<file path="src/rtl/brainwars_game_sched.sv">
// Brain Wars round scheduler: countdown/play/result sequencing over up to three engines.
// Define BW_SCHED_SHUFFLE_EN to start each match at an LFSR-chosen engine.
module brainwars_game_sched #(
   parameter int NUM_GAMES     = 3,
   parameter int COUNTDOWN_SEC = 3,
   parameter int ROUND_SEC     = 30,
   parameter int RESULT_SEC    = 2
) (
   input  logic         clk,
   input  logic         rst,
   input  logic         tick_1hz,
   input  logic         start,
   input  logic [2:0]   game_done,
   input  logic [2:0]   game_point,
   input  logic [383:0] game_data,
   output logic [2:0]   game_en,
   output logic [127:0] data_output,
   output logic [7:0]   score,
   output logic [1:0]   round_idx,
   output logic         busy
);

   typedef enum logic [2:0] {
      S_IDLE   = 3'd0,
      S_COUNT  = 3'd1,
      S_PLAY   = 3'd2,
      S_RESULT = 3'd3,
      S_FINISH = 3'd4
   } state_t;

   localparam logic [5:0] L_CD   = 6'(COUNTDOWN_SEC);
   localparam logic [5:0] L_RS   = 6'(ROUND_SEC);
   localparam logic [5:0] L_RES  = 6'(RESULT_SEC);
   localparam logic [1:0] L_LAST = 2'(NUM_GAMES - 1);
   localparam logic [2:0] L_NG   = 3'(NUM_GAMES);

   state_t      r_state;
   logic [5:0]  r_cnt;
   logic [1:0]  r_round;
   logic [7:0]  r_score;
   logic [1:0]  r_g0;

   state_t      w_state_nxt;
   logic [5:0]  w_cnt_nxt;
   logic [1:0]  w_round_nxt;
   logic [7:0]  w_score_nxt;
   logic [1:0]  w_g0_nxt;
   logic [1:0]  w_g0_new;
   logic [2:0]  w_sum;
   logic [1:0]  w_act;
   logic        w_last_tick;

`ifdef BW_SCHED_SHUFFLE_EN
   logic [3:0]  r_lfsr;

   always_ff @(posedge clk or posedge rst) begin
      if (rst) begin
         r_lfsr <= 4'b1001;
      end else begin
         r_lfsr <= {r_lfsr[2:0], r_lfsr[3] ^ r_lfsr[2]};
      end
   end

   assign w_g0_new = 2'(r_lfsr % 4'(NUM_GAMES));
`else
   assign w_g0_new = 2'd0;
`endif

   // g0 and round_idx are both below NUM_GAMES, so one subtraction is a full mod
   assign w_sum       = {1'b0, r_g0} + {1'b0, r_round};
   assign w_act       = (w_sum >= L_NG) ? 2'(w_sum - L_NG) : w_sum[1:0];
   assign w_last_tick = tick_1hz && (r_cnt == 6'd1);

   always_ff @(posedge clk or posedge rst) begin
      if (rst) begin
         r_state <= S_IDLE;
         r_cnt   <= 6'd0;
         r_round <= 2'd0;
         r_score <= 8'd0;
         r_g0    <= 2'd0;
      end else begin
         r_state <= w_state_nxt;
         r_cnt   <= w_cnt_nxt;
         r_round <= w_round_nxt;
         r_score <= w_score_nxt;
         r_g0    <= w_g0_nxt;
      end
   end

   always_comb begin
      w_state_nxt = r_state;
      w_cnt_nxt   = r_cnt;
      w_round_nxt = r_round;
      w_score_nxt = r_score;
      w_g0_nxt    = r_g0;
      unique case (r_state)
         S_IDLE, S_FINISH: begin
            if (start) begin
               w_state_nxt = S_COUNT;
               w_cnt_nxt   = L_CD;
               w_round_nxt = 2'd0;
               w_score_nxt = 8'd0;
               w_g0_nxt    = w_g0_new;
            end
         end
         S_COUNT: begin
            if (w_last_tick) begin
               w_state_nxt = S_PLAY;
               w_cnt_nxt   = L_RS;
            end else if (tick_1hz) begin
               w_cnt_nxt = r_cnt - 6'd1;
            end
         end
         S_PLAY: begin
            if (game_point[w_act] && (r_score != 8'hFF)) begin
               w_score_nxt = r_score + 8'd1;
            end
            if (game_done[w_act] || w_last_tick) begin
               w_state_nxt = S_RESULT;
               w_cnt_nxt   = L_RES;
            end else if (tick_1hz) begin
               w_cnt_nxt = r_cnt - 6'd1;
            end
         end
         S_RESULT: begin
            if (w_last_tick) begin
               if (r_round == L_LAST) begin
                  w_state_nxt = S_FINISH;
               end else begin
                  w_state_nxt = S_COUNT;
                  w_round_nxt = r_round + 2'd1;
                  w_cnt_nxt   = L_CD;
               end
            end else if (tick_1hz) begin
               w_cnt_nxt = r_cnt - 6'd1;
            end
         end
         default: begin
            w_state_nxt = S_IDLE;
         end
      endcase
   end

   // Status frame shown to the LCD whenever no engine owns the display
   always_comb begin
      if (r_state == S_PLAY) begin
         data_output = game_data[{w_act, 7'd0} +: 128];
      end else begin
         data_output = {5'b10100, r_state, 4'h0, r_cnt[3:0], r_score,
                        6'h0, r_round, 96'h0};
      end
   end

   assign game_en   = (r_state == S_PLAY) ? (3'b001 << w_act) : 3'b000;
   assign busy      = (r_state != S_IDLE);
   assign score     = r_score;
   assign round_idx = r_round;

endmodule

</file>
<file path="config.mk">
export PLATFORM = sky130hd
export DESIGN_NAME = brainwars_game_sched
export DESIGN_NICKNAME = d
export VERILOG_FILES = /design/src/rtl/brainwars_game_sched.sv
export SDC_FILE = /design/constraint.sdc
export NUM_CORES = 1
export LEC_CHECK = 0
export ABC_AREA = 1
export BUFFER_PORTS_ARGS = -buffer_cell sky130_fd_sc_hd__buf_2
export CAP_MARGIN = 30
export CELL_PAD_IN_SITES_DETAIL_PLACEMENT = 1
export CELL_PAD_IN_SITES_GLOBAL_PLACEMENT = 2
export CORE_AREA = 2 2 210 212
export DETAILED_ROUTE_END_ITERATION = 10
export DIE_AREA = 0 0 212 214
export GPL_TIMING_DRIVEN = 0
export PLACE_DENSITY_LB_ADDON = 0.2
export SETUP_SLACK_MARGIN = 0.5
export SYNTH_ARGS = -nofsm -noshare
export SYNTH_HDL_FRONTEND = slang
export SYNTH_SLANG_ARGS = --single-unit
</file>
<file path="constraint.sdc">
create_clock -name clk -period 2.1 [get_ports clk]
set_input_delay 0.315 -clock clk [delete_from_list [all_inputs] [get_ports clk]]
set_output_delay 0.315 -clock clk [all_outputs]
set_load 0.01 [all_outputs]
</file>
==> out/metrics.cfg <==
[setup_path]
cp-startpoint = round_idx[0]$_DFFE_PP0P_
r2r_end = score[4]$_DFFE_PP0P_
cp_data_required_time_ns = 1.78
crit_type = reg -> out
critical_path.top_delay_family = buffers and inverters
slowest_delay_ns = 0.45
critical_path.max_fanout = 10
cp-start-kind = flop
worst_r2r_path_depth = 14
ff2ff_setup_slack_ns = 0.14
end_kind = primary output
crit_end = data_output[64]
crit_path_cell_trace = inv_4, ha_4, buf_12, inv_16, nor2_4, buf_6, buf_12, buf_8, nand2_1, a21oi_2, buf_2
cp.depth = 11
path_buf_inv = 7
arrival_ns = 2.08
crit_top_cell = buf_12
r2r-start = round_idx[0]$_DFFE_PP0P_
cpMaxStageDelayCell = dfrtp_2

[synth]
ys_types = 31
avgSynthCellArea_um2 = 5.00
syn_area_um2 = 4630
netlist_instances = 926
yosys_warnings = 0
synth.top_cell.area_share_pct = 22.7
synth_most_common_cell = nor2_1
synth_fp_nets = 1326
async_reset_ff_share_pct = 100
yosysSeqAreaShare_pct = 10.3
ys_top_cells_by_count = nor2_1 (280), nand2_1 (176), o21ai_0 (141)
synth_ff_type = dfrtp_1
ys_ff_latch = 19
synth-edff-count = 0
synth_area_leaders = nor2_1 (23%), o21ai_0 (15%), nand2_1 (14%)
synth_top_area_cell = nor2_1

[sta]
tightest_slew_ns = 0.883
postLayoutSetupSlackWorst_ns = -0.299
max-slew-margin-rel_pct = 41.1
fin_crit_ns = 2.40
drv_slew = 0
fin_worst_skew_ns = 0.00112
finalSetupTns_ns = -31.47
fmaxAchievable_mhz = 417
rsz0062_at_grt = yes
setup_viol = 128
final_hold_viol_count = 0
fin_crit_sh_pct = 114

[die]
die_y_um = 214
core_area_um2 = 42900
rows = 76
die_w_um = 212
start_util_pct = 10.8
dieArea_um2 = 45400
ios = 536

[hold_path]
hp-class = in -> async

[placed_design]
portBuffers = 535
dp.cells = 2046
gp_congestion = 0.842
dp_hpwl_um = 34400
place_ws_ns = -0.522

[global_route]
grt_max_degree = 20
grt_pass1_wl_um = 58800
antenna_found_initial = 16
grt_pass1_vias = 8806
grt_usage_pct = 17.3
overflow = 0

[routing]
drtIter0Drc = 262
firstDrtPassIters = 4
drc_errors = 0
antenna_left = 0
wl_per_cell_um = 20.2
via_per_inst = 4.03
drt-total-wl_um = 42300
vias = 8437

[clock_network]
clk_pin_slew_ns = 0.06
cts_made_buffers = 3
cts-root-buf = clkbuf_16
clkSinkCount = 19
clockBufferDepth = 2
insertion_delay_ns = 0.26
cts_tree = yes
h-tree-depth = 1

[power]
p_seq_share_pct = 7.7
p_leak_uw = 0.00530
comb_power_share_pct = 86.6
pwr-share-clk_pct = 5.7
p_switching_uw = 4150
powerDensity_nw_per_um2 = 710
intPower_uw = 3250
swShare_pct = 56.1
vdd_drop_max_uv = 347

[cells_and_area]
fin_nets = 1903
fillCellCount = 5478
drive_gt1_share_pct = 62.3
final_cells = 2094
area_growth_pct = 125

[outcome]
violations = setup timing
status = complete, but fails checks

[job]
maxCapViolCount = 0

[cells by family after synthesis]
logic type	synth area share, %
AND/OR/NAND/NOR	42.4
AO/OA/AOI/OAI	33.1
buffers and inverters	11.7
flip-flops	10.3
adder cells (fa/ha/maj)	1.62
XOR/XNOR	0.945
[placed cells by master (no fill, tap or decap), types with 5 or more instances in the layout]
cell	netlist	routed
o21ai_2	3	5
buf_2	28	522
clkbuf_2	0	12
buf_6	2	25
nor2_1	280	265
o21ai_0	141	85
nand2_2	0	62
nor2_2	1	13
a22oi_2	0	8
nand2_4	1	43
a21oi_2	0	114
buf_16	0	5
buf_12	0	23
inv_1	28	22
clkbuf_16	0	10
buf_8	0	8
a2bb2oi_2	0	6
nand2_1	176	70
a21oi_1	131	14
diode_2	0	7
o21ai_1	2	54
dfrtp_1	19	14
nand4_1	5	5
buf_4	25	43
nor2_4	2	5
dfrtp_2	0	5
inv_2	3	5
nand3_1	25	22
[worst reg2reg max path, cell delays in order, from the launching register on]
cell and delay [ns]:
dfrtp_2 0.45, inv_4 0.08, ha_4 0.14, buf_12 0.13
inv_16 0.04, nor2_4 0.17, buf_6 0.13, buf_4 0.10
buf_6 0.09, nand2_4 0.04, o21ai_4 0.09, nand3b_4 0.17
nand2_8 0.16, nand2_2 0.06, nand2_1 0.06
[flip-flops by register name (all words and copies together), names as in the netlist]
signal	cells
score	8
r_cnt	6
r_state	3
round_idx	2
[repair_timing]
action,4_1_cts,5_1_grt
pin swaps,13,55
cloned,6,7
hold buffers,0,0
setup buffers,18,6
endpoints found under the setup margin,150,151
resized for setup,188,170
[power groups by stage]
stage | Combinational (uW) | Sequential [uW] | Clock (uW)
final | 6410 | 567 | 423
after CTS | 6290 | 564 | 437
after global routing | 7030 | 579 | 447
after floorplan | 3380 | 547 | 0
after detailed placement | 5830 | 583 | 0
after global placement | 5820 | 581 | 0
[worst min path at each step]
stage,start,end,slack (ns),cells past startpoint
2_1_floorplan,rst,r_cnt[0]$_DFFE_PP0P_,0.27,1
3_3_place_gp,rst,r_cnt[4]$_DFFE_PP0P_,0.54,2
3_5_place_dp,rst,r_cnt[5]$_DFFE_PP0P_,0.55,2
4_1_cts,rst,round_idx[1]$_DFFE_PP0P_,0.27,2
5_1_grt,rst,round_idx[1]$_DFFE_PP0P_,0.30,2
6_report,rst,r_cnt[5]$_DFFE_PP0P_,0.23,2
[area by class of cell]
type	instances	area (um^2)	area share, %
Inverter	31	140	1.34
Tap cell	585	732	7.02
Clock buffer	3	75.1	0.720
Buffer	75	807	7.74
Clock inverter	1	5.00	0.0480
Timing Repair Buffer	571	3370	32.3
Sequential cell	19	482	4.62
Antenna cell	7	17.5	0.168
Multi-Input combinational cell	802	4800	46.0
[metrics by stage]
step | total power (uW) | hold slack, ns | area (um^2) | util [%]
after floorplan | 3930 | 0.266 | 5280 | -
after global placement | 6400 | 0.540 | 8680 | 20.3
after global routing | 8050 | 0.300 | 10400 | 24.3
final | 7400 | 0.234 | 10400 | 24.3
after detailed placement | 6410 | 0.550 | 8680 | 20.3
after CTS | 7290 | 0.271 | 9660 | 22.5
[per-layer routing]
layer / share of wire [%] / up-vias / track usage, %
li1: - / 4209 / -
met1: 41 / 3919 / 20.1
met2: 52 / 264 / 32.5
met3: 6.5 / 33 / 3.94
met4: 0.83 / 12 / 2.44
met5: 0.20 / - / 0
No activity file was read; power rests on OpenSTA's default activity.
